[src/rtl/rv32m_muldiv.sv]
// rv32m_muldiv: iterative RV32M multiply/divide unit (shift-add multiply, restoring divide).
// Define RV32M_DIV_EN to build the divide datapath; without it divide ops finish at once and flag illegal.
module rv32m_muldiv #(
  parameter int WIDTH = 32
) (
  input  logic             clk,
  input  logic             rst_n,
  input  logic             start,
  input  logic [2:0]       funct3,
  input  logic [WIDTH-1:0] a,
  input  logic [WIDTH-1:0] b,
  input  logic             flush,
  output logic             busy,
  output logic             done,
  output logic [WIDTH-1:0] result,
  output logic             illegal
);

  localparam int CW = $clog2(WIDTH);
  localparam logic [CW-1:0] CNT_LAST = CW'(WIDTH - 1);
  localparam logic [CW-1:0] CNT_ONE  = CW'(1);

  localparam logic [1:0] S_IDLE = 2'd0;
  localparam logic [1:0] S_MUL  = 2'd1;
  localparam logic [1:0] S_DIV  = 2'd2;
  localparam logic [1:0] S_FIN  = 2'd3;

  logic [1:0]         state_r;
  logic [1:0]         state_nxt_s;
  logic [CW-1:0]      cnt_r;
  logic [2*WIDTH-1:0] acc_r;
  logic [WIDTH-1:0]   opnd_r;
  logic [2:0]         op_r;
  logic               neg_r;
  logic               busy_r;
  logic               done_r;
  logic               illegal_r;
  logic [WIDTH-1:0]   result_r;

  logic               a_sgn_s;
  logic               b_sgn_s;
  logic               a_neg_s;
  logic               b_neg_s;
  logic [WIDTH-1:0]   mag_a_s;
  logic [WIDTH-1:0]   mag_b_s;
  logic [WIDTH:0]     mul_sum_s;
  logic [2*WIDTH-1:0] mul_step_s;
  logic [2*WIDTH-1:0] prod_s;
  logic [WIDTH-1:0]   mul_res_s;
  logic [WIDTH-1:0]   div_res_s;
  logic [WIDTH-1:0]   fin_result_s;

`ifdef RV32M_DIV_EN
  logic [WIDTH-1:0]   a_r;
  logic               neg_rem_r;
  logic               div0_r;
  logic               ovf_r;
  logic               div0_s;
  logic               ovf_s;
  logic [WIDTH:0]     div_trial_s;
  logic [2*WIDTH-1:0] div_step_s;
  logic [WIDTH-1:0]   quo_s;
  logic [WIDTH-1:0]   rem_s;
`endif

  function automatic logic [WIDTH-1:0] cneg(input logic [WIDTH-1:0] v, input logic n);
    cneg = n ? -v : v;
  endfunction

  // Operand signedness per op and magnitudes fed to the unsigned iteration
  always_comb begin
    if (funct3[2]) begin
      a_sgn_s = ~funct3[0];
      b_sgn_s = ~funct3[0];
    end else begin
      a_sgn_s = (funct3[1:0] == 2'b01) | (funct3[1:0] == 2'b10);
      b_sgn_s = (funct3[1:0] == 2'b01);
    end
    a_neg_s = a_sgn_s & a[WIDTH-1];
    b_neg_s = b_sgn_s & b[WIDTH-1];
    mag_a_s = cneg(a, a_neg_s);
    mag_b_s = cneg(b, b_neg_s);
  end

`ifdef RV32M_DIV_EN
  assign div0_s = (b == {WIDTH{1'b0}});
  assign ovf_s  = ~funct3[0] & (a == {1'b1, {(WIDTH-1){1'b0}}}) & (b == {WIDTH{1'b1}});
`endif

  // Next-state decode; flush wins over everything
  always_comb begin
    state_nxt_s = S_IDLE;
    if (flush) begin
      state_nxt_s = S_IDLE;
    end else begin
      case (state_r)
        S_IDLE: begin
          if (start) begin
            if (funct3[2]) begin
`ifdef RV32M_DIV_EN
              state_nxt_s = S_DIV;
`else
              state_nxt_s = S_FIN;
`endif
            end else begin
              state_nxt_s = S_MUL;
            end
          end else begin
            state_nxt_s = S_IDLE;
          end
        end
        S_MUL: state_nxt_s = (cnt_r == CNT_LAST) ? S_FIN : S_MUL;
`ifdef RV32M_DIV_EN
        S_DIV: state_nxt_s = (div0_r | ovf_r | (cnt_r == CNT_LAST)) ? S_FIN : S_DIV;
`else
        S_DIV: state_nxt_s = S_IDLE;
`endif
        S_FIN: state_nxt_s = S_IDLE;
        default: state_nxt_s = S_IDLE;
      endcase
    end
  end

  // Shift-add step: acc holds {partial product, remaining multiplier bits}
  always_comb begin
    mul_sum_s = {1'b0, acc_r[2*WIDTH-1:WIDTH]} + {1'b0, opnd_r};
    if (acc_r[0]) begin
      mul_step_s = {mul_sum_s, acc_r[WIDTH-1:1]};
    end else begin
      mul_step_s = {1'b0, acc_r[2*WIDTH-1:1]};
    end
    prod_s    = neg_r ? -mul_step_s : mul_step_s;
    mul_res_s = (op_r[1:0] == 2'b00) ? prod_s[WIDTH-1:0] : prod_s[2*WIDTH-1:WIDTH];
  end

`ifdef RV32M_DIV_EN
  // Restoring step: acc holds {partial remainder, remaining dividend / quotient bits}
  always_comb begin
    div_trial_s = {acc_r[2*WIDTH-1:WIDTH], acc_r[WIDTH-1]} - {1'b0, opnd_r};
    if (div_trial_s[WIDTH]) begin
      div_step_s = {acc_r[2*WIDTH-2:0], 1'b0};
    end else begin
      div_step_s = {div_trial_s[WIDTH-1:0], acc_r[WIDTH-2:0], 1'b1};
    end
    if (div0_r) begin
      quo_s = {WIDTH{1'b1}};
      rem_s = a_r;
    end else if (ovf_r) begin
      quo_s = a_r;
      rem_s = {WIDTH{1'b0}};
    end else begin
      quo_s = cneg(div_step_s[WIDTH-1:0], neg_r);
      rem_s = cneg(div_step_s[2*WIDTH-1:WIDTH], neg_rem_r);
    end
    div_res_s = op_r[1] ? rem_s : quo_s;
  end
`else
  assign div_res_s = {WIDTH{1'b0}};
`endif

  assign fin_result_s = op_r[2] ? div_res_s : mul_res_s;

  // FSM state, operand capture and iteration datapath
  always_ff @(posedge clk or negedge rst_n) begin
    if (!rst_n) begin
      state_r   <= S_IDLE;
      cnt_r     <= {CW{1'b0}};
      acc_r     <= {(2*WIDTH){1'b0}};
      opnd_r    <= {WIDTH{1'b0}};
      op_r      <= 3'b000;
      neg_r     <= 1'b0;
`ifdef RV32M_DIV_EN
      a_r       <= {WIDTH{1'b0}};
      neg_rem_r <= 1'b0;
      div0_r    <= 1'b0;
      ovf_r     <= 1'b0;
`endif
    end else begin
      state_r <= state_nxt_s;
      if (state_r == S_IDLE) begin
        if (start && !flush) begin
          op_r  <= funct3;
          cnt_r <= {CW{1'b0}};
          neg_r <= a_neg_s ^ b_neg_s;
          if (!funct3[2]) begin
            acc_r  <= {{WIDTH{1'b0}}, mag_b_s};
            opnd_r <= mag_a_s;
          end
`ifdef RV32M_DIV_EN
          else begin
            acc_r     <= {{WIDTH{1'b0}}, mag_a_s};
            opnd_r    <= mag_b_s;
            a_r       <= a;
            neg_rem_r <= a_neg_s;
            div0_r    <= div0_s;
            ovf_r     <= ovf_s & ~div0_s;
          end
`endif
        end
      end else if (state_r == S_MUL) begin
        acc_r <= mul_step_s;
        cnt_r <= cnt_r + CNT_ONE;
      end
`ifdef RV32M_DIV_EN
      else if (state_r == S_DIV) begin
        acc_r <= div_step_s;
        cnt_r <= cnt_r + CNT_ONE;
      end
`endif
    end
  end

  // Registered outputs, all derived from the state being entered
  always_ff @(posedge clk or negedge rst_n) begin
    if (!rst_n) begin
      busy_r    <= 1'b0;
      done_r    <= 1'b0;
      illegal_r <= 1'b0;
      result_r  <= {WIDTH{1'b0}};
    end else begin
      busy_r <= (state_nxt_s != S_IDLE);
      done_r <= (state_nxt_s == S_FIN);
`ifdef RV32M_DIV_EN
      illegal_r <= 1'b0;
`else
      illegal_r <= (state_nxt_s == S_FIN) && (state_r == S_IDLE);
`endif
      if (state_nxt_s == S_FIN) begin
        result_r <= (state_r == S_IDLE) ? {WIDTH{1'b0}} : fin_result_s;
      end
    end
  end

  assign busy    = busy_r;
  assign done    = done_r;
  assign illegal = illegal_r;
  assign result  = result_r;

endmodule
[config.mk]
export PLATFORM = sky130hd
export DESIGN_NAME = rv32m_muldiv
export DESIGN_NICKNAME = d
export VERILOG_FILES = /design/src/rtl/rv32m_muldiv.sv
export SDC_FILE = /design/constraint.sdc
export NUM_CORES = 1
export LEC_CHECK = 0
export CAP_MARGIN = 20
export CORE_UTILIZATION = 45
export CTS_CLUSTER_SIZE = 16
export DETAILED_ROUTE_END_ITERATION = 7
export PLACE_DENSITY = 0.65
export SYNTH_ARGS = -nofsm -noshare
export SYNTH_HDL_FRONTEND = slang
export SYNTH_SLANG_ARGS = --single-unit
[constraint.sdc]
create_clock -name clk -period 5.8 [get_ports clk]
set_clock_uncertainty 0.05 [all_clocks]
set_input_delay 0.58 -clock clk [delete_from_list [all_inputs] [get_ports clk]]
set_output_delay 0.58 -clock clk [all_outputs]
set_load 0.005 [all_outputs]
After elaboration in Yosys (flattened, before gate mapping) --
Cells that the tools add are included.
Cells by class: add/sub/neg operators 5, equality and inequality tests 9, reductions and logical operators 12, muxes and demuxes 21, bitwise gates (word level) 6
Operators by type and width (count):
- $mux 64 | 6
- $mux 32 | 5
- $neg 32->32 | 2
- $neg 64->64 | 1
- $add 32x32->33 | 1
- $mux 5 | 3
- $eq 2x2->1 const B | 4
- $mux 2 | 4
- $pmux 2 s3 | 1
- $reduce_and 3->1 | 2
- $add 5x1->5 const B | 1
- $eq 5x5->1 const B | 1
- $eq 2x1->1 const B | 2
- $logic_not 2->1 | 2
- $reduce_and 2->1 | 2
- $reduce_bool 2->1 | 2
- $and 1x1->1 | 2
- $logic_and 1x1->1 | 2
- $mux 1 | 2
- $ne 2x1->1 const B | 1
- $ne 2x2->1 const B | 1
- $not 1->1 | 2
- $reduce_or 2->1 | 1
- $logic_not 1->1 | 1
- other kinds (2) | 2
Word-level totals: register bits 142, output and inout bits 35, logic and storage cells 63, bits of input ports 71

Logic depth before layout (Yosys ltp) --
Gate-level depths: netlist of the first run.
word-level depth 7, gate-level depth with buffers 14, gate-level depth less buffers 14

Worst setup path after synthesis of the first run --
OpenSTA, ideal clock, no wires.
kind register to register, from reg acc_r[15], to reg result_r[29] (netlist: result[29]), required time 5621 ps, stages on the path, launching flop included 14, arrival 4545 ps, period minus slack after synthesis 4724 ps, library setup time 129 ps, path buffers 1, path slack 1076 ps, cell sequence dfrtp_1 > or3_4 > or4b_4 > or4_4 > buf_6 > nor3_4 > nand3_2 > or4_4 > or4_4 > or4_4 > or4b_4 > o41ai_2 > xnor2_1 > o21ai_1
On the way: longest elaborated chain between the ends 6
RTL lines:
- from (decl) | line 31 | logic [2*WIDTH-1:0] acc_r;
- from (signal assigned) | line 168 | acc_r <= {(2*WIDTH){1'b0}};
- from (signal assigned) | line 186 | acc_r <= {{WIDTH{1'b0}}, mag_b_s};
- from (signal assigned) | line 201 | acc_r <= mul_step_s;
- $mux 64 | line 127 | if (acc_r[0]) begin
- $neg 64->64 | line 132 | prod_s = neg_r ? -mul_step_s : mul_step_s;
- $mux 64 | line 132
- $mux 32 | line 133 | mul_res_s = (op_r[1:0] == 2'b00) ? prod_s[WIDTH-1:0] : prod_s[2*WIDTH-1:WIDTH];
- $mux 32 | line 161 | assign fin_result_s = op_r[2] ? div_res_s : mul_res_s;
- $mux 32 | line 229 | result_r <= (state_r == S_IDLE) ? {WIDTH{1'b0}} : fin_result_s;
- to (signal assigned) | line 219 | result_r <= {WIDTH{1'b0}};
- to (signal assigned) | line 229
- to (decl) | line 38 | logic [WIDTH-1:0] result_r;
Every way passes these cells. A chain may end at the register's enable or synchronous reset.

Final worst setup path of the first run --
from reg acc_r[32], to reg result_r[29] (netlist: result[29])
On the way: longest elaborated chain between the ends 7
RTL lines:
- $add 32x32->33 | line 126 | mul_sum_s = {1'b0, acc_r[2*WIDTH-1:WIDTH]} + {1'b0, opnd_r};
- $mux 64 (*) | line 127
- $neg 64->64 | line 132
- $mux 64 (*) | line 132
- $mux 32 (*) | line 133
- $mux 32 (*) | line 161
- $mux 32 (*) | line 229
Every way passes the cells marked *; elsewhere a longest branch is shown, timed or not.

==> flow_summary.yaml, run 1 <==
status:
  status: "completed"
clock_tree:
  cts.htree.levels: 4
  clk_pin_slew_ns: 0.06
  cts_tree: "built"
  cts_max_path_buffers: 2
  postCtsHoldBufs: 0
  worstSkewPairLatency_ns: 0.43
  cts.repair.resized: 0
  numCtsBuffers: 17
  clock-root-buffer: "clkbuf_16"
  cts.sinks: 142
  post_cts_buffers: 0
setup_path:
  crit_chain: "ha_1, fa_1, a21o_1, and4_1, or3_1, a31oi_1, nand2_1, or4_4, or4_4, or4_4, or4b_4, o41ai_2, xnor2_1, o21ai_1"
  reg2reg_slack_ns: 0.71
  cp_max_fo: 5
  crit_family: "simple AND/OR/NAND/NOR gates"
  critical_path_arrival_ns: 5.33
  r2r_end: "result[29]"
  rr_startpoint: "acc_r[32]"
  path_class: "reg -> reg"
  slowest_stage: "or4_4"
  worstRegToRegCells: 14
  startpoint_type: "flip-flop"
  critical_path_required_ns: 6.04
  worst_path_most_repeated_cell: "or4_4"
  cp-end-kind: "flip-flop"
  cp_slowest_stage_delay_ns: 0.59
  crit_buf_inv: 0
floorplan:
  initial_core_util: 0.461
  io_pins: 106
  die_h_um: 155
  die_w_um: 155
  core-area_mm2: 0.0228
  fp.dieArea_mm2: 0.0239
  rows: 55
power_and_ir_drop:
  pwr-share-comb: 0.551
  netSwitchingFraction: 0.448
  p_int_mw: 3.51
  p_sw_mw: 2.85
  p_clk_frac: 0.188
  power_per_cell_area_mw_per_mm2: 509
  leakage_nw: 5.12
  ir_drop_uv: 243
  p_seq_frac: 0.261
  p_total_mw: 6.36
layout:
  final_area_mm2: 0.0125
  layout_commonest_cell: "nand2_1"
  drive_above_1_share: 0.0614
  nets: 1482
  final_cell_mix: "nand2_1 (156), o21ai_0 (154), dfrtp_1 (142), a21oi_1 (137), nor2_1 (123)"
  syn_to_final_growth_pct: 19.1
  insertedDiodeCount: 0
  multi_input_area_mm2: 0.00666
  seqCellArea_mm2: 0.00355
  fillers: 2141
drt:
  first_pass_iters: 5
  num_vias: 9882
  ant_nets: 0
  drt-wirelength-per-cell_um: 17.4
  drc_errors: 0
  drt_iter0_drc: 653
  drt-total-wl_um: 29600
  viasPerCell: 5.82
sta:
  finalHoldViolations: 0
  max_freq_mhz: 197
  setup_slack_ns: 0.712
  tightestPinTransition_ns: 1.02
  finalCriticalPeriod_ns: 5.09
  max_slew_margin: 0.320
  final.period_utilization: 0.877
  rsz0062_at_grt: "false"
  setup_viol: 0
  final.setup.tns_ns: 0
  slew_violations: 0
  fin_hold_ws_ns: 0.132
synth:
  synthCells: 1297
  synth_nets: 1407
  synthArstFlopShare: 1.00
  syn_area_per_cell_um2: 8.09
  ys_warn_count: 0
  synth-main-ff-cell: "dfrtp_1"
  ys_ff_latch: 142
  ys_types: 70
  seq_area_frac_synth: 0.339
  synth_edf_count: 0
  syn_area_mm2: 0.0105
global_routing:
  overflow: 0
  grt_pass1_wl_um: 48100
  grt_use_total: 0.253
  met3_usage: 0.0328
  grt_max_degree: 90
  antenna_found_initial: 0
  grt_busiest_layer: "met2"
  met2_usage: 0.419
  use_met1: 0.344
  grt_pass1_vias: 9312
flow_run:
  cap_violations: 0
worst_hold_path:
  hold_path_class: "in -> async"
place:
  gp_congestion: 0.896
  dp_hpwl_um: 22300
  io_buffers: 105
  placed_cell_area_mm2: 0.0119
  post-place-ws_ns: 0.753
==> per-layer routing <==
layer	up-vias	wire length [µm]
met5	-	0
met4	0	620
met3	37	1160
met2	217	14000
met1	4751	13800
li1	4877	-
==> cell usage after synthesis (6+ instances only) <==
cell type  count  share of area
nand2_1      156          0.056
o21ai_0      154          0.073
dfrtp_1      142           0.34
a21oi_1      138          0.066
nor2_1       124          0.044
xor2_1        70          0.058
clkbuf_1      60          0.021
xnor2_1       56          0.047
ha_1          38          0.045
o31ai_1       27          0.019
or3_1         24          0.014
a22o_1        21          0.018
a21o_1        16          0.011
nor2b_1       16         0.0095
nor3_1        16         0.0076
inv_1         15         0.0054
a22oi_1       14          0.010
nand3_1       14         0.0067
a31oi_1       13         0.0077
nand4_1       13         0.0077
nor4_1        12         0.0072
or4_1         11         0.0079
mux2i_1       10         0.0095
nand2b_1      10         0.0060
o41ai_1       10         0.0083
a211oi_1       9         0.0064
and3_1         9         0.0054
or2_2          9         0.0054
o211ai_1       8         0.0057
a32o_1         7         0.0067
mux2_2         6         0.0064
o21bai_1       6         0.0043
==> power by group through the flow <==
stage	combinational [mW]	sequential, mW	clock, mW
detailed placement	3.47	1.67	0
global route	3.91	1.70	1.25
global placement	3.44	1.66	0
floorplan	2.53	1.54	0
CTS	3.49	1.66	1.21
finish	3.50	1.66	1.19
==> kinds of logic (layout without fill, tap and decap cells) <==
logic type,count (synthesis),count (layout),synth area share
AOI/OAI and AO/OA,455,455,0.264
and+or+nand+nor,436,436,0.199
DFF,142,142,0.339
xor gates and xnor gates,126,126,0.105
buffers and inverters,83,171,0.0304
adders and majority gates,39,39,0.0472
muxes,16,16,0.0160
==> area by class of cell <==
type	count	share of cell area
Clock inverter	13	0.0149
Inverter	17	0.00510
Tap cell	313	0.0313
Timing Repair Buffer	122	0.0957
Sequential cell	142	0.284
Multi-Input combinational cell	1072	0.532
Clock buffer	19	0.0362
==> how the worst max path moves through the flow <==
| stage | depth (start not counted) | slack [ns] | to | startpoint |
|---|---|---|---|---|
| final | 14 | 0.71 | result[29] | acc_r[32] |
| after global routing | 14 | 0.52 | result[27] | acc_r[32] |
| after CTS | 14 | 0.73 | result[29] | acc_r[32] |
| after detailed placement | 14 | 0.75 | result[29] | acc_r[32] |
| after global placement | 14 | 0.83 | result[29] | acc_r[32] |
| after floorplan | 13 | 1.08 | result[29] | acc_r[15] |
==> flip-flops by register name, indices dropped and copies added (netlist names) <==
signal and cells:
acc_r 64, busy 1, cnt_r 5, done 1, illegal 1, neg_r 1
op_r 3, opnd_r 32, result 32, state_r 2
==> worst register-to-register path: stages (launching register included) <==
cell	delay (ns)
dfrtp_1	0.39
ha_1	0.23
fa_1	0.43
a21o_1	0.19
and4_1	0.25
or3_1	0.37
a31oi_1	0.42
nand2_1	0.10
or4_4	0.59
or4_4	0.45
or4_4	0.47
or4b_4	0.53
o41ai_2	0.24
xnor2_1	0.15
o21ai_1	0.07
==> stage by stage <==
stage,instances,util
3_5_place_dp,1665,0.520
3_3_place_gp,1663,0.519
4_1_cts,1697,0.548
6_report,1698,0.549
5_1_grt,1698,0.549
2_1_floorplan,1297,-
Power figures use the tool's default switching activity.
==> run 2, diff against run 1 <==
--- a/config.mk
+++ b/config.mk
@@ -6,6 +6,7 @@
 export NUM_CORES = 1
 export LEC_CHECK = 0
 export CAP_MARGIN = 20
+export CORE_MARGIN = 2
 export CORE_UTILIZATION = 45
 export CTS_CLUSTER_SIZE = 16
 export DETAILED_ROUTE_END_ITERATION = 7
==> run 2 against run 1 <==
  * First-iteration DRC count is 17% lower
  * Total power grew 0.38%
  * Clock-buffer cell count grew 3
  * Core utilization is 0.066 points higher
  * Critical endpoint is now result[27]
  * Sequential power about the same
  * Wire length about the same
==> flow_summary.yaml, run 2 (synthesis results as in run 1) <==
status:
  status: "completed"
power_and_ir_drop:
  ir_drop_uv: 259
  p_total_mw: 6.38
  leakage_nw: 5.13
  power_per_cell_area_mw_per_mm2: 510
clock_tree:
  cts.sinks: 142
  cts.htree.levels: 4
  clock-root-buffer: "clkbuf_16"
  cts_max_path_buffers: 2
  cts_tree: "built"
  postCtsHoldBufs: 0
  cts.repair.resized: 0
  worstSkewPairLatency_ns: 0.43
  clk_pin_slew_ns: 0.06
  post_cts_buffers: 0
  numCtsBuffers: 17
place:
  dp_hpwl_um: 22100
  dp_cells: 1664
  placed_cell_area_mm2: 0.0118
  gp_congestion: 0.885
  io_buffers: 105
global_routing:
  grt_max_degree: 90
  grt_pass1_wl_um: 48000
  grt_pass1_vias: 9469
  overflow: 0
  grt_use_total: 0.246
  antenna_found_initial: 0
worst_hold_path:
  hold_path_class: "in -> async"
setup_path:
  cp-end-kind: "flip-flop"
  path_class: "reg -> reg"
  critical_path_arrival_ns: 5.31
  cp_slowest_stage_delay_ns: 0.59
  rr_startpoint: "acc_r[32]"
  critical_path_required_ns: 6.03
  crit_chain: "ha_1, fa_1, a21o_1, and4_1, or3_1, a31oi_1, nand2_1, or4_4, or4_4, or4_4, or4b_4, o21ai_0, xor2_1, o21ai_0"
  worst_path_most_repeated_cell: "or4_4"
  slowest_stage: "or4_4"
  startpoint: "acc_r[32]"
  startpoint_type: "flip-flop"
  cp_max_fo: 5
drt:
  ant_nets: 0
  drc_errors: 0
  drt_iter0_drc: 543
  viasPerCell: 5.81
  num_vias: 9860
  drt-wirelength-per-cell_um: 17.4
  first_pass_iters: 5
  drt-total-wl_um: 29600
sta:
  rsz0062_at_grt: "false"
  finalCriticalPeriod_ns: 5.08
  finalHoldViolations: 0
  setup_viol: 0
  slew_violations: 0
  max_slew_margin: 0.291
  final.period_utilization: 0.876
  final.setup.tns_ns: 0
  tightestPinTransition_ns: 1.05
  max_freq_mhz: 197
layout:
  insertedDiodeCount: 0
  fillers: 2137
  final_cell_mix: "nand2_1 (156), o21ai_0 (154), dfrtp_1 (142), a21oi_1 (137), nor2_1 (123)"
  nets: 1481
  regMostFlops: "acc_r"
  syn_to_final_growth_pct: 19.3
  drive_above_1_share: 0.0592
  largest_reg_flops: 64
  layout_commonest_cell: "nand2_1"
  final_area_mm2: 0.0125
  fin_cells: 1697
floorplan:
  fp.dieArea_mm2: 0.0246
  core-area_mm2: 0.0228
  die_h_um: 157
  io_pins: 106
  initial_core_util: 0.461
  rows: 55
  die_w_um: 157
flow_run:
  cap_violations: 0
-- run 2: cell count changes in the layout (fill, tap and decap cells not counted), sizes merged --
cell	delta
bufinv	+1
clkbuf	+3
clkinvlp	-2
buf	-1
inv	-2
-- run 2: report_power, final --
part	internal (mW)	leakage, nW	switching, mW
clock network	0.797	0.316	0.438
registers	1.31	1.79	0.350
logic	1.45	3.02	2.04
total	3.56	5.13	2.83
-- run 2: cell type report --
type / count / area (µm²) / area share
Sequential cell: 142 / 3550 / 0.284
Inverter: 17 / 63.8 / 0.00510
Tap cell: 313 / 392 / 0.0313
Timing Repair Buffer: 121 / 1190 / 0.0953
Multi-Input combinational cell: 1072 / 6660 / 0.532
Clock buffer: 22 / 474 / 0.0379
Clock inverter: 10 / 184 / 0.0147
-- run 2: path summary, 6_finish.rpt --
| path | end | slack, ns | cells past startpoint |
|---|---|---|---|
| worst max register to register | result[27] | 0.72 | 14 |
| worst max-delay path | result[27] | 0.72 | 14 |
| worst min-delay path | result[7] | 0.16 | 1 |
| max in group asynchronous | acc_r[44] | 4.34 | 2 |
| worst min register to register | result[10] | 0.42 | 2 |
| min in group clk | result[10] | 0.42 | 2 |
-- run 2: metrics by stage --
step                utilization  setup WS (ns)  hold slack (ns)
floorplan                     -           1.08            0.234
global placement          0.519          0.849            0.410
detailed placement        0.520          0.781            0.415
CTS                       0.549          0.742            0.205
global route              0.549          0.469            0.244
finish                    0.549          0.717            0.157
-- run 2: layer usage --
metal / vias to the layer above / track usage / wire, µm
li1: 4872 / - / -
met5: - / 0 / 0
met1: 4741 / 0.331 / 13600
met4: 0 / 0.0738 / 640
met3: 39 / 0.0482 / 1350
met2: 208 / 0.402 / 14000
-- run 2: worst max-delay path, delay by kind of cell (launching register included) --
family | cells | cell delay (ns)
AO/OA/AOI/OAI | 4 | 0.91
XOR/XNOR | 1 | 0.16
adder cells (fa/ha/maj) | 2 | 0.66
flip-flops | 1 | 0.40
AND/OR/NAND/NOR | 7 | 2.76
==> run 3, diff against run 2 <==
--- a/config.mk
+++ b/config.mk
@@ -5,8 +5,9 @@
 export SDC_FILE = /design/constraint.sdc
 export NUM_CORES = 1
 export LEC_CHECK = 0
+export ABC_CLOCK_PERIOD_IN_PS = 5800
 export CAP_MARGIN = 20
-export CORE_MARGIN = 2
+export CORE_MARGIN = 4
 export CORE_UTILIZATION = 45
 export CTS_CLUSTER_SIZE = 16
 export DETAILED_ROUTE_END_ITERATION = 7
==> run 3 against run 2 <==
  * Combinational power about the same
  * Worst setup slack better by 0.045 ns
  * First-iteration DRC count up 13%
  * Via count up 0.49%
  * Non-clock buffer count up 4
  * Critical endpoint is now result[29]
  * Wire length up 1.6%
  * Maximum frequency up 0.90%
==> flow_summary.yaml, run 3 (synthesis results as in run 1) <==
setup_path:
  path_depth: 12
  critical_path_arrival_ns: 5.28
  path_class: "reg -> reg"
  crit_buf_inv: 0
  startpoint_type: "flip-flop"
  cp_max_fo: 7
  slowest_stage: "or4_4"
  cp_slowest_stage_delay_ns: 0.62
  crit_family: "simple AND/OR/NAND/NOR gates"
  cp-end-kind: "flip-flop"
  startpoint: "acc_r[15]"
  worst_path_most_repeated_cell: "or4_4"
  critical_path_required_ns: 6.05
  worstRegToRegCells: 12
  rr_startpoint: "acc_r[15]"
  crit_chain: "or3_4, or4b_4, or4_4, nor3_4, nand3_2, or4_4, or4_4, or4_4, or4b_4, o41ai_2, xnor2_1, o21ai_1"
drt:
  drt-wirelength-per-cell_um: 17.7
  num_vias: 9908
  ant_nets: 0
  drt_iter0_drc: 614
  viasPerCell: 5.82
  first_pass_iters: 5
  drc_errors: 0
  drt-total-wl_um: 30000
layout:
  final_cell_mix: "nand2_1 (156), o21ai_0 (154), dfrtp_1 (142), a21oi_1 (137), nor2_1 (123)"
  layout_commonest_cell: "nand2_1"
  largest_reg_flops: 64
  insertedDiodeCount: 0
  drive_above_1_share: 0.0634
  regMostFlops: "acc_r"
  nets: 1485
  fin_cells: 1701
  syn_to_final_growth_pct: 19.1
global_routing:
  overflow: 0
  grt_max_degree: 97
  grt_use_total: 0.233
  grt_pass1_vias: 9633
  grt_pass1_wl_um: 49700
  antenna_found_initial: 0
sta:
  final.setup.tns_ns: 0
  final.period_utilization: 0.869
  finalCriticalPeriod_ns: 5.04
  slew_violations: 0
  max_freq_mhz: 199
  setup_viol: 0
  fin_hold_ws_ns: 0.0578
  tightestPinTransition_ns: 1.00
  finalHoldViolations: 0
  max_slew_margin: 0.331
  rsz0062_at_grt: "false"
status:
  status: "completed"
power_and_ir_drop:
  p_total_mw: 6.31
  power_per_cell_area_mw_per_mm2: 505
  ir_drop_uv: 224
  leakage_nw: 5.14
floorplan:
  fp.dieArea_mm2: 0.0258
  initial_core_util: 0.461
  die_h_um: 161
  rows: 55
  core-area_mm2: 0.0228
  die_w_um: 161
  io_pins: 106
clock_tree:
  worstSkewPairLatency_ns: 0.43
  cts_max_path_buffers: 2
  cts.htree.levels: 4
  postCtsHoldBufs: 0
  cts.repair.resized: 0
  clock-root-buffer: "clkbuf_16"
  post_cts_buffers: 0
  cts_tree: "built"
  clk_pin_slew_ns: 0.07
  numCtsBuffers: 17
  cts.sinks: 142
place:
  dp_hpwl_um: 22500
  gp_congestion: 0.897
  dp_cells: 1666
  io_buffers: 105
worst_hold_path:
  hold_path_class: "in -> async"
flow_run:
  cap_violations: 0
-- run 3: cell count changes in the layout (fill, tap and decap cells not counted), sizes merged --
| cell | delta |
|---|---|
| bufinv | -2 |
| clkbuf | -5 |
| clkinv | +7 |
| buf | +4 |
| clkinvlp | -1 |
| inv | +1 |
-- run 3: power by group --
part	internal [mW]	switching, mW	total [mW]	leakage, nW
Clock	0.675	0.457	1.13	0.297
Sequential	1.31	0.351	1.66	1.79
Combinational	1.47	2.05	3.52	3.05
-- run 3: worst register-to-register path: stages, from the launching register on --
cell,delay [ns]
dfrtp_1,0.42
or3_4,0.42
or4b_4,0.58
or4_4,0.62
nor3_4,0.25
nand3_2,0.10
or4_4,0.48
or4_4,0.47
or4_4,0.48
or4b_4,0.54
o41ai_2,0.28
xnor2_1,0.16
o21ai_1,0.07
-- run 3: area by class of cell --
type | count | area (µm²)
clock buffer | 17 | 425
clock inverter | 15 | 171
fill | 2139 | 10300
tap | 313 | 392
inverter | 17 | 63.8
timing repair buffer | 125 | 1230
sequential | 142 | 3550
multi-input combinational | 1072 | 6660
-- run 3: final timing paths --
kind / slack [ns] / end
max: 0.76 / result[29]
min: 0.06 / result[7]
max reg2reg: 0.76 / result[29]
min reg2reg: 0.43 / cnt_r[3]
max in group asynchronous: 4.42 / opnd_r[26]
min in group clk: 0.43 / cnt_r[3]
-- run 3: routing by layer --
metal  wire, µm  share of wire  up-vias  global-route usage
met2      14100           0.47      228               0.377
met5          0              0        -                   0
met4        793          0.026        0              0.0725
met3       1420          0.047       52              0.0423
met1      13700           0.46     4741               0.318
li1           -              -     4887                   -
-- run 3: stage by stage --
stage | util | area, µm² | setup WS [ns]
finish | 0.549 | 12500 | 0.763
global route | 0.549 | 12500 | 0.611
CTS | 0.546 | 12400 | 0.786
detailed placement | 0.520 | 11800 | 0.814
global placement | 0.520 | 11800 | 0.941
floorplan | - | 10500 | 1.08
